--- src/rtl/rv_decode_stage.sv ---
// rv_decode_stage: RV32I decode stage with a small instruction FIFO in front.
// Fetched {instr, pc} pairs are queued, the head entry is decoded
// combinationally, and the result is captured into a registered output bundle
// behind a valid/ready handshake. A one-cycle flush empties the queue and
// invalidates the held bundle.
// Optional feature: define RV32M_DECODE_EN to accept RV32M (funct7 = 0000001)
// register-register encodings as legal and to drive isMulDiv.
module rv_decode_stage #(
  parameter int PC_W       = 32,
  parameter int FIFO_DEPTH = 2
) (
  input  logic            clk,
  input  logic            resetn,
  input  logic            flush,
  input  logic            inValid,
  output logic            inReady,
  input  logic [31:0]     instr,
  input  logic [PC_W-1:0] inPc,
  output logic            outValid,
  input  logic            outReady,
  output logic [PC_W-1:0] outPc,
  output logic [4:0]      rd,
  output logic [4:0]      rs1,
  output logic [4:0]      rs2,
  output logic [2:0]      func3,
  output logic            funcQual,
  output logic            writeBackEn,
  output logic [3:0]      opClass,
  output logic [31:0]     imm,
  output logic            isShift,
  output logic            illegal,
  output logic            isMulDiv
);

  localparam int PTR_W = (FIFO_DEPTH > 1) ? $clog2(FIFO_DEPTH) : 1;
  localparam int CNT_W = PTR_W + 1;

  typedef enum logic [3:0] {
    OP_ALU_R   = 4'd0,
    OP_ALU_I   = 4'd1,
    OP_LOAD    = 4'd2,
    OP_STORE   = 4'd3,
    OP_BRANCH  = 4'd4,
    OP_JAL     = 4'd5,
    OP_JALR    = 4'd6,
    OP_LUI     = 4'd7,
    OP_AUIPC   = 4'd8,
    OP_SYSTEM  = 4'd9,
    OP_FENCE   = 4'd10,
    OP_ILLEGAL = 4'd15
  } opClass_e;

  // FIFO storage and bookkeeping
  logic [31:0]     instrMem_q [FIFO_DEPTH];
  logic [PC_W-1:0] pcMem_q    [FIFO_DEPTH];
  logic [PTR_W-1:0] wrPtr_q, wrPtr_d;
  logic [PTR_W-1:0] rdPtr_q, rdPtr_d;
  logic [CNT_W-1:0] count_q, count_d;

  // Output bundle registers
  logic            outValid_q, outValid_d;
  logic [PC_W-1:0] outPc_q;
  logic [4:0]      rd_q, rs1_q, rs2_q;
  logic [2:0]      func3_q;
  logic            funcQual_q;
  logic            writeBackEn_q;
  opClass_e        opClass_q;
  logic [31:0]     imm_q;
  logic            isShift_q;
  logic            illegal_q;

  // Handshake qualifiers
  logic push, pop, headValid;

  // Head entry and its decode
  logic [31:0]     headInstr;
  logic [PC_W-1:0] headPc;
  logic [4:0]      opcode;
  logic [2:0]      f3;
  logic [6:0]      f7;
  logic [4:0]      decRd;
  opClass_e        baseClass;
  opClass_e        decClass;
  logic [31:0]     decImm;
  logic            decQual;
  logic            decShift;
  logic            decIllegal;
  logic            decWbClass;
  logic            decWb;
`ifdef RV32M_DECODE_EN
  logic            decMulDiv;
  logic            isMulDiv_q;
`endif

  assign inReady   = (count_q < CNT_W'(FIFO_DEPTH));
  assign headValid = (count_q != '0);
  assign push      = inValid && inReady && !flush;
  assign pop       = headValid && (!outValid_q || outReady) && !flush;

  assign headInstr = instrMem_q[rdPtr_q];
  assign headPc    = pcMem_q[rdPtr_q];
  assign opcode    = headInstr[6:2];
  assign f3        = headInstr[14:12];
  assign f7        = headInstr[31:25];
  assign decRd     = headInstr[11:7];

  // Queue storage write; contents need no reset since count gates every read
  always_ff @(posedge clk) begin
    if (push) begin
      instrMem_q[wrPtr_q] <= instr;
      pcMem_q[wrPtr_q]    <= inPc;
    end
  end

  // Next-state for pointers and occupancy; flush empties the queue outright
  always_comb begin
    wrPtr_d = wrPtr_q;
    rdPtr_d = rdPtr_q;
    count_d = count_q;
    if (flush) begin
      wrPtr_d = '0;
      rdPtr_d = '0;
      count_d = '0;
    end else begin
      if (push) wrPtr_d = wrPtr_q + PTR_W'(1);
      if (pop)  rdPtr_d = rdPtr_q + PTR_W'(1);
      case ({push, pop})
        2'b10:   count_d = count_q + CNT_W'(1);
        2'b01:   count_d = count_q - CNT_W'(1);
        default: count_d = count_q;
      endcase
    end
  end

  // Pointer and occupancy registers
  always_ff @(posedge clk or negedge resetn) begin
    if (!resetn) begin
      wrPtr_q <= '0;
      rdPtr_q <= '0;
      count_q <= '0;
    end else begin
      wrPtr_q <= wrPtr_d;
      rdPtr_q <= rdPtr_d;
      count_q <= count_d;
    end
  end

  // Opcode classification, immediate selection and legality of the head entry
  always_comb begin
    baseClass  = OP_ILLEGAL;
    decImm     = '0;
    decQual    = 1'b0;
    decShift   = 1'b0;
    decIllegal = 1'b0;
    decWbClass = 1'b0;
`ifdef RV32M_DECODE_EN
    decMulDiv  = 1'b0;
`endif
    case (opcode)
      5'b01100: begin
        baseClass  = OP_ALU_R;
        decWbClass = 1'b1;
        decShift   = (f3 == 3'b001) || (f3 == 3'b101);
        decQual    = headInstr[30];
        if (f7 == 7'b0000000) begin
          decIllegal = 1'b0;
        end else if (f7 == 7'b0100000) begin
          decIllegal = !((f3 == 3'b000) || (f3 == 3'b101));
`ifdef RV32M_DECODE_EN
        end else if (f7 == 7'b0000001) begin
          decMulDiv = 1'b1;
          decQual   = 1'b0;
`endif
        end else begin
          decIllegal = 1'b1;
        end
      end
      5'b00100: begin
        baseClass  = OP_ALU_I;
        decWbClass = 1'b1;
        decImm     = {{20{headInstr[31]}}, headInstr[31:20]};
        decShift   = (f3 == 3'b001) || (f3 == 3'b101);
        if (decShift) begin
          decQual = headInstr[30];
          if (f7 == 7'b0000000) begin
            decIllegal = 1'b0;
          end else if ((f7 == 7'b0100000) && (f3 == 3'b101)) begin
            decIllegal = 1'b0;
          end else begin
            decIllegal = 1'b1;
          end
        end
      end
      5'b00000: begin
        baseClass  = OP_LOAD;
        decWbClass = 1'b1;
        decImm     = {{20{headInstr[31]}}, headInstr[31:20]};
      end
      5'b01000: begin
        baseClass = OP_STORE;
        decImm    = {{20{headInstr[31]}}, headInstr[31:25], headInstr[11:7]};
      end
      5'b11000: begin
        baseClass = OP_BRANCH;
        decImm    = {{19{headInstr[31]}}, headInstr[31], headInstr[7],
                     headInstr[30:25], headInstr[11:8], 1'b0};
      end
      5'b11011: begin
        baseClass  = OP_JAL;
        decWbClass = 1'b1;
        decImm     = {{11{headInstr[31]}}, headInstr[31], headInstr[19:12],
                      headInstr[20], headInstr[30:21], 1'b0};
      end
      5'b11001: begin
        baseClass  = OP_JALR;
        decWbClass = 1'b1;
        decImm     = {{20{headInstr[31]}}, headInstr[31:20]};
      end
      5'b01101: begin
        baseClass  = OP_LUI;
        decWbClass = 1'b1;
        decImm     = {headInstr[31:12], 12'b0};
      end
      5'b00101: begin
        baseClass  = OP_AUIPC;
        decWbClass = 1'b1;
        decImm     = {headInstr[31:12], 12'b0};
      end
      5'b11100: begin
        baseClass = OP_SYSTEM;
        decImm    = {{20{headInstr[31]}}, headInstr[31:20]};
      end
      5'b00011: begin
        baseClass = OP_FENCE;
      end
      default: begin
        baseClass  = OP_ILLEGAL;
        decIllegal = 1'b1;
      end
    endcase
    if (headInstr[1:0] != 2'b11) decIllegal = 1'b1;
`ifdef RV32M_DECODE_EN
    if (decIllegal) decMulDiv = 1'b0;
`endif
  end

  assign decClass = decIllegal ? OP_ILLEGAL : baseClass;
  assign decWb    = decWbClass && (decRd != 5'd0) && !decIllegal;

  // Output valid: set on pop, cleared once consumed or on flush
  always_comb begin
    outValid_d = outValid_q;
    if (flush) begin
      outValid_d = 1'b0;
    end else if (pop) begin
      outValid_d = 1'b1;
    end else if (outReady) begin
      outValid_d = 1'b0;
    end
  end

  // Output bundle register; fields only change when a new entry is popped
  always_ff @(posedge clk or negedge resetn) begin
    if (!resetn) begin
      outValid_q    <= 1'b0;
      outPc_q       <= '0;
      rd_q          <= '0;
      rs1_q         <= '0;
      rs2_q         <= '0;
      func3_q       <= '0;
      funcQual_q    <= 1'b0;
      writeBackEn_q <= 1'b0;
      opClass_q     <= OP_ALU_R;
      imm_q         <= '0;
      isShift_q     <= 1'b0;
      illegal_q     <= 1'b0;
`ifdef RV32M_DECODE_EN
      isMulDiv_q    <= 1'b0;
`endif
    end else begin
      outValid_q <= outValid_d;
      if (pop) begin
        outPc_q       <= headPc;
        rd_q          <= decRd;
        rs1_q         <= headInstr[19:15];
        rs2_q         <= headInstr[24:20];
        func3_q       <= f3;
        funcQual_q    <= decQual;
        writeBackEn_q <= decWb;
        opClass_q     <= decClass;
        imm_q         <= decImm;
        isShift_q     <= decShift;
        illegal_q     <= decIllegal;
`ifdef RV32M_DECODE_EN
        isMulDiv_q    <= decMulDiv;
`endif
      end
    end
  end

  assign outValid    = outValid_q;
  assign outPc       = outPc_q;
  assign rd          = rd_q;
  assign rs1         = rs1_q;
  assign rs2         = rs2_q;
  assign func3       = func3_q;
  assign funcQual    = funcQual_q;
  assign writeBackEn = writeBackEn_q;
  assign opClass     = opClass_q;
  assign imm         = imm_q;
  assign isShift     = isShift_q;
  assign illegal     = illegal_q;
`ifdef RV32M_DECODE_EN
  assign isMulDiv    = isMulDiv_q;
`else
  assign isMulDiv    = 1'b0;
`endif

endmodule

--- config.mk ---
export PLATFORM = sky130hd
export DESIGN_NAME = rv_decode_stage
export DESIGN_NICKNAME = d
export VERILOG_FILES = /design/src/rtl/rv_decode_stage.sv
export SDC_FILE = /design/constraint.sdc
export NUM_CORES = 1
export LEC_CHECK = 0
export BUFFER_PORTS_ARGS = -buffer_cell sky130_fd_sc_hd__buf_4
export CORE_ASPECT_RATIO = 0.6
export CORE_UTILIZATION = 30
export DETAILED_ROUTE_END_ITERATION = 6
export PLACE_DENSITY_LB_ADDON = 0.3
export SLEW_MARGIN = 10
export SYNTH_ARGS = -nofsm -noshare
export SYNTH_HDL_FRONTEND = slang
export SYNTH_SLANG_ARGS = --single-unit
--- constraint.sdc ---
create_clock -name clk -period 7.8 [get_ports clk]
set_input_delay 2.34 -clock clk [delete_from_list [all_inputs] [get_ports clk]]
set_output_delay 2.34 -clock clk [all_outputs]
set_load 0.02 [all_outputs]
Yosys cells after proc, flatten, opt, wreduce, memory -nomap -nowiden
Memory sizes are Yosys's and may differ from the RTL's. A register that Yosys moved wholly into a read port is not among the register bits.
Cells that the tools add are included.
- order comparisons: 1
- eq/ne operators: 16
- $add $sub $neg: 4
- reductions and logical operators: 29
- mux-type cells: 25
- operator list (cell ; count):
    $pmux 32 s5 ; 1
    $pmux 4 s11 ; 1
    $eq 5x5->1 const B ; 4
    $mux 1 ; 18
    $eq 5x4->1 const B ; 3
    $eq 5x3->1 const B ; 2
    $reduce_or 9->1 ; 1
    $eq 7x6->1 const B ; 1
    $logic_and 1x1->1 ; 7
    $logic_not 7->1 ; 1
    $reduce_or 7->1 ; 1
    $reduce_bool 2->1 ; 3
    $reduce_bool 3->1 ; 2
    $eq 5x2->1 const B ; 1
    $logic_not 1->1 ; 5
    $logic_not 5->1 ; 1
    $reduce_bool 5->1 ; 1
    $mux 4 ; 1
    $pmux 2 s2 ; 1
    $reduce_or 2->1 ; 2
    $reduce_or 4->1 ; 1
    $eq 3x1->1 const B ; 1
    $eq 3x3->1 const B ; 1
    $logic_not 3->1 ; 1
    other kinds (11) ; 14
- bits in registers: 63
- output and inout bits: 93
- memories kept: 2
- bits in writable memories: 128
- bits of input ports: 69
- memories (name ; depth ; bits a word ; read ports ; clocked after memory_dff ; wr ports ; line ; source):
    instrMem_q ; 2 ; 32 ; 1 ; 0 ; 1 ; 54 ; logic [31:0] instrMem_q [FIFO_DEPTH];
    pcMem_q ; 2 ; 32 ; 1 ; 1 ; 1 ; 55 ; logic [PC_W-1:0] pcMem_q [FIFO_DEPTH];

Logic depth before layout (Yosys ltp)
An unclocked memory read counts as a cell.
- word-level depth: 10
- mapped depth: 9

Worst setup path before layout
No wires, ideal clock.
- path kind: input to register
- from: input port flush
- to: memory instrMem_q[1][0] (enable)
- arrival time: 7248 ps
- path buffers: 1
- cell stages on the path: 2
- required time: 7222 ps
- library setup time: 578 ps
- slack: -26 ps
- cells stage by stage: clkbuf_1 -> nor3b_1
- cells in the longest elaborated chain, start to end: 4
- RTL lines (item ; line ; source):
    from (decl) ; 14 ; input logic flush,
    $logic_not 1->1 ; 97 ; assign push = inValid && inReady && !flush;
    $logic_and 1x1->1 ; 97 ;
    $mux 1 ; 109 ; if (push) begin
    $mux 1 (implied by the code) ; 110 ; instrMem_q[wrPtr_q] <= instr;
    to (decl) ; 54 ;
Every way passes these cells.

Final worst setup path
- from: input port outReady
- to: register imm_q[4], in the netlist imm[4]
- cells in the longest elaborated chain, start to end: 3
- RTL lines (item ; line ; source):
    from (decl) ; 20 ; input logic outReady,
    $logic_or 1x1->1 ; 98 ; assign pop = headValid && (!outValid_q || outReady) && !flush;
    $logic_and 1x1->1 (2 in series) ; 98 ;
    to (signal assigned) ; 291 ; imm_q <= decImm;
    to (decl) ; 68 ; logic [31:0] imm_q;
Every way passes these cells.
A chain may end at the register's enable or synchronous reset.

==> run metrics <==
status finished clean; global routing's busiest layer met1; Crit Path Category input pin to register; Final period util 0.5359; Largest stage delay, worst path 640 ps; fin. max-slew vios 0; Clock Skews between 30 and 40 ps; final WL approximately 22000 microns; critical path's most frequent cell buf_4; Leakage between 4 and 5 nW; routing usage on met1 0.2164; Die ar. ~31000 sq um; Antenna Nets Post-Route 0; most frequent cells in the layout buf_4, edfxtp_1, dfrtp_1, nand2_1, o21ai_0; max cap viols 0; CP Cell Sequence buf_4, nor2b_1, or3_4, buf_4, nand2_1, o21a_1, a22oi_1; setup repair bufs after CTS 0; clk sinks about 220; Clk Latency, worst-skew pair ~530 ps; Worst Path Max Fanout 73; min-delay worst type register to register; Overflow after GRT 0; Vias/cell approximately 4.7; core area just under 30000 sq um; Post-Syn Area per Cell 14.15 sq um; FF+latch count, synth roughly 220; met2 usage 0.2079; CTS tree yes; Vias 5663; largest cells by area after synthesis edfxtp_1, dfrtp_1, mux2i_1, o21ai_0, nand2_1; Slew HR 0.2678; wire length per cell approximately 18 microns; crit path launch type input pin; placed cell area between 10000 and 15000 sq um; Clock Path Buffers 3; Yosys top cell area share 0.4264; fmax approximately 0.24 GHz; crit path DAT 4630 ps; Period minus WS final about 4200 ps; Slew @ Worst Pin between 1000 and 1500 ps; post-synthesis sequential area ratio 0.6901; share of layout cells above drive strength 1 0.2861; worst path bufs/invs 2; RSZ-0062 raised after global routing false; Unique masters post-synth 68; die height between 100 and 150 microns; Starting Density 0.3095; Syn Inst Count about 640; Yosys Warn Count 0; data required time of the worst path 8250 ps; RePlAce Congestion about 0.83; Die X 225.8 microns; Num CTS Buffers 22; FP Rows 48; hold_buf cts 0; top_reg_cell synth edfxtp_1; Layout Area Growth over Synthesis 25.66%; setup TNS 0 ps; Yosys top cell by area edfxtp_1; Clock Root Buffer clkbuf_16; Critical Path Sink Type register; quantity of I/O buffers inserted on ports 160; Power Dens Cells ~260 nW/um^2; syn_nets approximately 710; Finish-stage setup viols 0; commonest non-fill, non-tap cell in the layout buf_4; largest net degree at the start of global routing 74; GRT Total Usage 0.1456; post-route cell area between 10000 and 15000 sq um; first-iteration detailed-routing DRC count between 300 and 400; Min Hold Slack ~480 ps; Hold Violations, Final 0; Peak supply drop around 180 uV; Syn Std Cell Area roughly 9000 sq um; H-tree depth 1; grt met3 use 0.04495; cell family with the largest share of critical-path delay simple AND/OR/NAND/NOR gates; vias in the first global route between 5000 and 6000; post-route DRC violation count 0; first drt pass iteration count 5; Post-synth EDFFs around 130; cts repair resizes 0; asr flop ratio synth 0.4260; Layout Nets approximately 860; initial antenna violation count 2; post-DP HPWL approximately 15000 microns; Worst path slowest cell or3_4; first-pass GRT wire length 33620 microns; Diodes inserted 0; IO Pins about 160; Clock transition at path regs 70 ps
cells by family after synthesis:
logic type | synth area share
other cells | 0.0004160
buf+inv | 0.02540
compound gates | 0.1140
simple gates | 0.07744
flops | 0.6901
mux | 0.08688
xor+xnor | 0.005830
state kept, by name (all words and copies together) (netlist names), 2 cells and up:
| signal | flops |
|---|---|
| outPc | 32 |
| opClass | 4 |
| func3 | 3 |
| pcMem_q | 64 |
| count_q | 2 |
| instrMem_q | 64 |
| rs2 | 5 |
| rs1 | 5 |
| imm | 32 |
| rd | 5 |
final timing paths:
kind | endpoint | cells after the start | slack (ps) | startpoint
max | imm[4]$_DFFE_PN0P_ | 7 | 3620 | outReady
min | outPc[19]$_DFFE_PN0P_ | 2 | 480 | outPc[19]$_DFFE_PN0P_
max reg2reg | writeBackEn$_DFFE_PN0P_ | 5 | 4490 | rdPtr_q$_DFFE_PN0P_
min reg2reg | outPc[19]$_DFFE_PN0P_ | 2 | 480 | outPc[19]$_DFFE_PN0P_
max in group asynchronous | rdPtr_q$_DFFE_PN0P_ | 2 | 4790 | resetn
min in group asynchronous | count_q[1]$_DFFE_PN0P_ | 1 | 1800 | resetn
stage by stage:
step	instances	utilization	power, mW	setup WS [ps]
2_1_floorplan	637	-	1.672	280.4
3_3_place_gp	1171	0.3636	1.891	3049
3_5_place_dp	1171	0.3636	1.897	3023
4_1_cts	1211	0.3889	2.991	3586
5_1_grt	1211	0.3889	3.077	3325
6_report	1211	0.3889	2.946	3620
per-layer routing:
metal,vias up,wire [microns]
met5,-,31
met4,4,278
met3,30,1630
met2,179,9358
met1,2751,10980
li1,2699,-
cell usage after synthesis (all sizes together), types with 2 or more instances:
cell type  instances
nor2b              4
edfxtp           128
a21oi             11
nor4b              2
buf               22
mux2i             63
nand2b             3
nand2             70
a211oi             5
and3b              2
o21a               6
o22ai              2
o21bai             4
xnor2              3
dfrtp             95
clkbuf            12
mux2               6
nand3              5
nor3b              3
o21ai             81
nor2              28
a31oi              2
xor2               3
a21o               2
nand4              3
or4                4
o32ai              2
o211ai             2
nor3               8
a22o              13
mux4               2
o22a               8
a2111oi            5
a22oi              5
inv                6
or3                5
power breakdown:
group	total, mW	switching [mW]	internal (mW)
Clock	1.08	0.458	0.622
Sequential	1.42	0.0682	1.36
Combinational	0.442	0.258	0.185
final cells by class:
class	count	area, sq um
inverter	6	22.52
clock inverter	10	127.6
multi-input combinational	374	2581
sequential	223	6225
fill	2800	17800
clock buffer	30	610.6
timing repair buffer	168	1261
tap	400	500.5
worst register-to-register path: cells and delay by family (launching register included):
family / cells / cell delay, ps
buffers and inverters: 1 / 790
DFF: 1 / 850
and+or+nand+nor: 1 / 670
AOI/OAI and AO/OA: 3 / 870
Note: power is estimated with default switching activity, not from simulation.
